File: src/rtl/ring_noc.sv
// Slotted ring network-on-chip: each node owns an injection FIFO and one
// registered slot toward its clockwise neighbour. Flits carry their
// destination node ID in the top NODEW bits and eject at that node.
module ring_noc #(
  parameter int WIDTH    = 16,
  parameter int DEPTH    = 32,
  parameter int ADDWIDTH = 5,
  parameter int NODES    = 4,
  parameter int NODEW    = 2
) (
  input  logic                   clk,
  input  logic                   reset,
  input  logic [NODES-1:0]       write,
  input  logic [NODES*WIDTH-1:0] dataIn,
  output logic [NODES*WIDTH-1:0] dataOut,
  output logic [NODES-1:0]       validOut,
  output logic [NODES-1:0]       full,
  output logic [NODES-1:0]       almost_full
);

  localparam logic [ADDWIDTH:0] CNT_FULL = (ADDWIDTH + 1)'(DEPTH);
  localparam logic [ADDWIDTH:0] CNT_AF   = (ADDWIDTH + 1)'(DEPTH - 1);

  // Ring slots (slot g travels from node g to node g+1) and ejection registers
  logic             slot_v [NODES];
  logic [WIDTH-1:0] slot_d [NODES];
  logic             out_v  [NODES];
  logic [WIDTH-1:0] out_d  [NODES];

  for (genvar g = 0; g < NODES; g++) begin : g_node
    localparam int PREV = (g + NODES - 1) % NODES;

    logic [WIDTH-1:0]    mem [DEPTH];
    logic [ADDWIDTH-1:0] rd_ptr;
    logic [ADDWIDTH-1:0] wr_ptr;
    logic [ADDWIDTH:0]   count;
    logic                in_v;
    logic [WIDTH-1:0]    in_d;
    logic                is_full;
    logic                push;
    logic                pop;
    logic                eject;
    logic                fwd;

    // Per-node arbitration: eject beats forward; a consumed or empty
    // incoming slot frees this node's slot for its FIFO head.
    always_comb begin
      in_v    = slot_v[PREV];
      in_d    = slot_d[PREV];
      is_full = (count == CNT_FULL);
      push    = write[g] && !is_full;
      eject   = in_v && (in_d[WIDTH-1 -: NODEW] == NODEW'(g));
      fwd     = in_v && !eject;
      pop     = !fwd && (count != '0);
    end

    assign full[g]                   = is_full;
    assign almost_full[g]            = (count >= CNT_AF);
    assign dataOut[g*WIDTH +: WIDTH] = out_d[g];
    assign validOut[g]               = out_v[g];

    // FIFO storage write port
    always_ff @(posedge clk) begin
      if (push) mem[wr_ptr] <= dataIn[g*WIDTH +: WIDTH];
    end

    // FIFO pointers and occupancy
    always_ff @(posedge clk) begin
      if (reset) begin
        rd_ptr <= '0;
        wr_ptr <= '0;
        count  <= '0;
      end else begin
        if (push) wr_ptr <= wr_ptr + 1'b1;
        if (pop)  rd_ptr <= rd_ptr + 1'b1;
        if (push && !pop)      count <= count + 1'b1;
        else if (!push && pop) count <= count - 1'b1;
      end
    end

    // Outgoing slot and local ejection registers
    always_ff @(posedge clk) begin
      if (reset) begin
        slot_v[g] <= 1'b0;
        slot_d[g] <= '0;
        out_v[g]  <= 1'b0;
        out_d[g]  <= '0;
      end else begin
        out_v[g] <= eject;
        if (eject) out_d[g] <= in_d;
        if (fwd) begin
          slot_v[g] <= 1'b1;
          slot_d[g] <= in_d;
        end else if (pop) begin
          slot_v[g] <= 1'b1;
          slot_d[g] <= mem[rd_ptr];
        end else begin
          slot_v[g] <= 1'b0;
        end
      end
    end
  end

endmodule

File: config.mk
export PLATFORM = sky130hd
export DESIGN_NAME = ring_noc
export DESIGN_NICKNAME = d
export VERILOG_FILES = /design/src/rtl/ring_noc.sv
export SDC_FILE = /design/constraint.sdc
export NUM_CORES = 2
export LEC_CHECK = 0
export ABC_CLOCK_PERIOD_IN_PS = 3900
export CAP_MARGIN = 20
export CORE_ASPECT_RATIO = 0.75
export CORE_MARGIN = 3
export CORE_UTILIZATION = 60
export CTS_BUF_LIST = sky130_fd_sc_hd__clkbuf_4 sky130_fd_sc_hd__clkbuf_8 sky130_fd_sc_hd__clkbuf_16
export DETAILED_ROUTE_END_ITERATION = 10
export PLACE_DENSITY = 0.76
export SLEW_MARGIN = 20
export SYNTH_ARGS = -nofsm -noshare
export SYNTH_HDL_FRONTEND = slang
export SYNTH_SLANG_ARGS = --single-unit
File: constraint.sdc
create_clock -name clk -period 3.9 [get_ports clk]
set_input_delay 0.975 -clock clk [delete_from_list [all_inputs] [get_ports clk]]
set_output_delay 0.975 -clock clk [all_outputs]
set_load 0.005 [all_outputs]
# Word-level counts from Yosys, hierarchy flattened
# Memory sizes are Yosys's and may differ from the RTL's. A register that Yosys moved wholly into a read port is not among the register bits.
# Index checks and enable logic that the tools add are counted.
[op_classes]
reduce_logical = 53
n_addsub = 16
eq_ne = 7
muxes = 111
n_bitwise = 28
n_lt_le_gt_ge = 4
[ops]
columns = ["op", "count"]
rows = [
  ["$mux W16", 12],
  ["$mux W1", 83],
  ["$mux W6", 8],
  ["$add A5 B1 Y5 const B", 8],
  ["$mux W5", 8],
  ["$or A1 B1 Y1", 28],
  ["$add A6 B1 Y6 const B", 4],
  ["$eq A6 B6 Y1 const B", 4],
  ["$ge A6 B5 Y1 const B", 4],
  ["$logic_and A1 B1 Y1", 24],
  ["$reduce_bool A6 Y1", 4],
  ["$sub A6 B1 Y6 const B", 4],
  ["$logic_not A1 Y1", 20],
  ["$reduce_bool A2 Y1", 4],
  ["$eq A2 B2 Y1 const B", 2],
  ["$eq A2 B1 Y1 const B", 1],
  ["$logic_not A2 Y1", 1],
]
[word_totals]
input_bits = 70
ramBits = 2184
output_inout_bits = 76
memories = 8
register_bits = 64
[memory_table]
columns = ["memory", "depth", "width", "read_ports", "rd_clocked_by_memory_dff", "wr", "line_no", "text"]
rows = [
  ["g_node[0].mem", 32, 16, 1, 1, 1, "33", "logic [WIDTH-1:0] mem [DEPTH];"],
  ["g_node[1].mem", 32, 16, 1, 1, 1, "33", ""],
  ["g_node[2].mem", 32, 16, 1, 1, 1, "33", ""],
  ["g_node[3].mem", 32, 16, 1, 1, 1, "33", ""],
  ["out_d", 4, 16, 4, 0, 4, "28", "logic [WIDTH-1:0] out_d [NODES];"],
  ["slot_d", 4, 16, 4, 0, 4, "26", "logic [WIDTH-1:0] slot_d [NODES];"],
  ["2 more memories", "n/a", "n/a", "n/a", "n/a", "n/a", "n/a", ""],
]

# Longest topological paths before layout
[depth]
word_depth = 12
ltp_mapped = 11

# Worst setup path after synthesis
# Ideal clock, no wire load.
[synth_timing]
path_kind = "input-to-reg"
from = "input port write[1]"
to = "register g_node[1].count[5]"
setup_ns = 0.121
t_arrival_ns = 3.130
required_time_ns = 3.779
stages = 10
path_slack_ns = 0.649
path_cell_list = "inv_1 a31oi_1 ha_1 inv_1 ha_1 a21o_1 a21oi_1 o21ai_0 o311ai_0 mux2_2"
[synth_between]
elab_chain_cells = 4
word_cells_on_any_way = 6
cone_classes = "1 x mux; 5 x reduce/logical"
[synth_lines]
columns = ["element", "line_no", "text"]
rows = [
  ["start: declaration", "13", "input logic [NODES-1:0] write,"],
  ["$logic_and A1 B1 Y1 (*)", "51", "push = write[g] && !is_full;"],
  ["via g_node[1].push", "40", "logic push;"],
  ["$logic_not A1 Y1", "77", "else if (!push && pop) count <= count - 1'b1;"],
  ["$logic_and A1 B1 Y1", "77", ""],
  ["$reduce_bool A2 Y1 (no source line)", "n/a", ""],
  ["end signal: assignment", "76", "if (push && !pop) count <= count + 1'b1;"],
  ["end signal: assignment", "77", ""],
  ["end: declaration", "36", "logic [ADDWIDTH:0] count;"],
]
# Mark *: on every way through the listed nets, which the timed path passes. The rest lies on a longest branch.
# A chain may end at the register's enable or synchronous reset.

# Worst setup path after layout
[layout_timing]
from = "register g_node[1].count[1]"
to = "output port full[1]"
[layout_between]
elab_chain_cells = 1
[layout_lines]
columns = ["element", "line_no", "text"]
rows = [
  ["$eq A6 B6 Y1", "50", "is_full = (count == CNT_FULL);"],
  ["end: declaration", "17", "output logic [NODES-1:0] full,"],
]
# Every way passes these cells.

==> impl_metrics.toml <==
[setup_path]
crit_path_end_kind = "output pin"
cp_top_family = "simple AND/OR/NAND/NOR gates"
crit_chain = "nor4_1 > nand2_1 > nor2_2 > clkdlybuf4s50_1"
crit_buf_inv = 1
critPathMaxFanout = 5
critPathMaxStageDelay_ns = 0.58
arrival_ns = 2.73
cp.required_ns = 2.92
crit_slowest_cell = "clkdlybuf4s50_1"
cp-start-kind = "register"
crit_type = "register to output pin"

[synth]
netlist_instances = 4377
synth_most_common_cell = "edfxtp_1"
netlist_area_um2 = 88100
synth-seq-cells = 2268
yosys-top-cells-area = "edfxtp_1, mux4_2, dfxtp_1"
yosysTopAreaCellShare_pct = 74.3
seq_area_frac_synth_pct = 76.3
async_reset_ff_share_pct = 0
synth_common_cells = "edfxtp_1, mux4_2, nor2_1, mux2i_1, nand2_1"
yosys_warnings = 0
synth-edff-count = 2180
ys.flop_type = "edfxtp_1"
synth.largest_area_cell = "edfxtp_1"
syn_avg_cell_area_um2 = 20.1
netlist-cell-type-count = 78

[placement]
portBuffers = 145
place.gp.congestion = 0.879
dp_hpwl_um = 128000

[finish]
layout.nets = 4886
syn_to_final_growth_pct = 13.4
drive_gt1_share_pct = 23.4

[route]
drt_wl_total_um = 209000
wl_per_cell_um = 30.2
antenna_left = 0
route.detailed.drc = 0
vias = 45600
first_pass_iters = 6
drtIter0Drc = 6278
via_per_inst = 6.58

[run]
cap_violations = 0

[global_route]
grt_use_met2_pct = 42.0
grt_overflow = 0
use_met3_pct = 6.54
grt_pass1_wl_um = 308000
grt_pass1_vias = 45100
busiest_layer = "met2"
use_met1_pct = 41.6
grt_usage_pct = 28.1
grt_max_degree = 89
antenna_found_initial = 10

[timing]
min_period_ns = 3.71
max_freq_ghz = 0.270
period_share_pct = 95.0
finalMaxSlewViolations = 0
setup-tns-final_ns = 0
worst_pin_slew_ns = 1.06
worst_slew_margin_rel_pct = 28.8
finClkSkew_ns = 0.0382
worst_hold_slack_ns = 0.505
rsz0062_at_grt = "false"
hold_viol_final = 0
setup_viol = 0

[clock_tree]
clock-root-buffer = "clkbuf_16"
tritoncts = "built"
htree_levels = 4
clk_path_buf_depth = 3
clock-sinks = 2268
path_clk_slew_ns = 0.06
cts_made_buffers = 202
clk_latency_ns = 0.84
cts_setup_buffers = 0

[power_and_ir_drop]
ir_worst_vdd_v = 0.000494
p_per_area_nw_per_um2 = 613
p_leak_nw = 31.9

[min_path]
worst_hold_path_type = "register to register"

[floorplan]
fp.dieW_um = 448
fp.coreArea_um2 = 145000
dieHeight_um = 338
fp.dieArea_um2 = 151000
ios = 146
start_util_pct = 60.5
num_rows = 121

[run_status]
status = "finished clean"
## cell usage in the layout (no fill, tap or decap), drive strengths merged, types with 80 or more instances in the layout
| master | count |
|---|---|
| nand2 | 127 |
| clkdlybuf4s50 | 128 |
| nor2 | 260 |
| dfxtp | 88 |
| a22oi | 80 |
| buf | 294 |
| mux4 | 447 |
| clkinv | 97 |
| clkbuf | 245 |
| mux2i | 168 |
| edfxtp | 2180 |
## through the flow
step / setup WS, ns / cell area [µm²] / total power, W / cells / utilization (%)
after global placement: 0.292 / 93200 / 0.0410 / 6535 / 64.0
after floorplan: 0.649 / 88100 / 0.0370 / 4383 / -
after detailed placement: 0.252 / 93200 / 0.0413 / 6535 / 64.0
after CTS: 0.127 / 99900 / 0.0614 / 6913 / 68.7
after global routing: 0.111 / 99900 / 0.0633 / 6913 / 68.6
final: 0.195 / 99900 / 0.0612 / 6921 / 68.7
## routing by layer
layer	vias to the layer above	share of wire (%)
li1	18800	-
met1	23500	38
met2	2914	46
met3	387	12
met4	10	3.6
met5	-	0.030
## area by class of cell
| cell class | instances | area [µm²] |
|---|---|---|
| clock buffer | 245 | 5480 |
| fill | 8803 | 45600 |
| antenna | 8 | 20.0 |
| sequential | 2268 | 67300 |
| clock inverter | 133 | 1290 |
| tap | 1968 | 2460 |
| inverter | 37 | 140 |
| multi-input combinational | 1840 | 19500 |
| timing repair buffer | 422 | 3700 |
## state kept, by name, summed over array words and instances, names as in the netlist, named ones only
name           flops
g_node.mem      2048
out_d             64
slot_d            64
g_node.count      24
g_node.rd_ptr     20
g_node.wr_ptr     20
out_v              4
slot_v             4
## cell families (layout without fill, tap and decap cells)
logic type | Yosys count | after routing | share of synthesized area, %
other cells | 2 | 16 | 0.00853
fa+ha+maj | 45 | 45 | 0.673
buf+inv | 275 | 837 | 1.54
mux | 654 | 654 | 13.8
compound gates | 456 | 456 | 3.77
simple gates | 632 | 632 | 3.38
flops | 2268 | 2268 | 76.3
xor+xnor | 45 | 45 | 0.448
## worst register-to-register path, delay by kind of cell, from the launching register on
family                   cells  cell delay, ns
AO/OA/AOI/OAI                2            0.71
adder cells (fa/ha/maj)      2            0.62
buffers and inverters        2            0.30
flip-flops                   1            0.37
multiplexers                 1            0.38
AND/OR/NAND/NOR              3            0.93
## power by group
group	switching, W	internal [W]
Sequential	0.00140	0.0277
Clock	0.00869	0.0116
Combinational	0.00628	0.00550
Total	0.0164	0.0448
## final timing paths
path	startpoint	endpoint	slack [ns]	cells past startpoint
worst max register to register	g_node[0].count[0]$_SDFFE_PP0P_	g_node[0].count[5]$_SDFFE_PP0P_	0.49	10
worst max-delay path	g_node[1].count[1]$_SDFFE_PP0P_	full[1]	0.19	4
worst min-delay path	g_node[1].rd_ptr[1]$_SDFFE_PP0P_	register	0.51	2
worst min register to register	g_node[1].rd_ptr[1]$_SDFFE_PP0P_	register	0.51	2
## repair_timing
action / 4_1_cts / 5_1_grt
endpoints found under the hold margin: 0 / 0
resized for setup: 1 / 0
hold buffers: 0 / 0
endpoints found under the setup margin: 1 / 0
No activity file was read; power rests on OpenSTA's default activity.
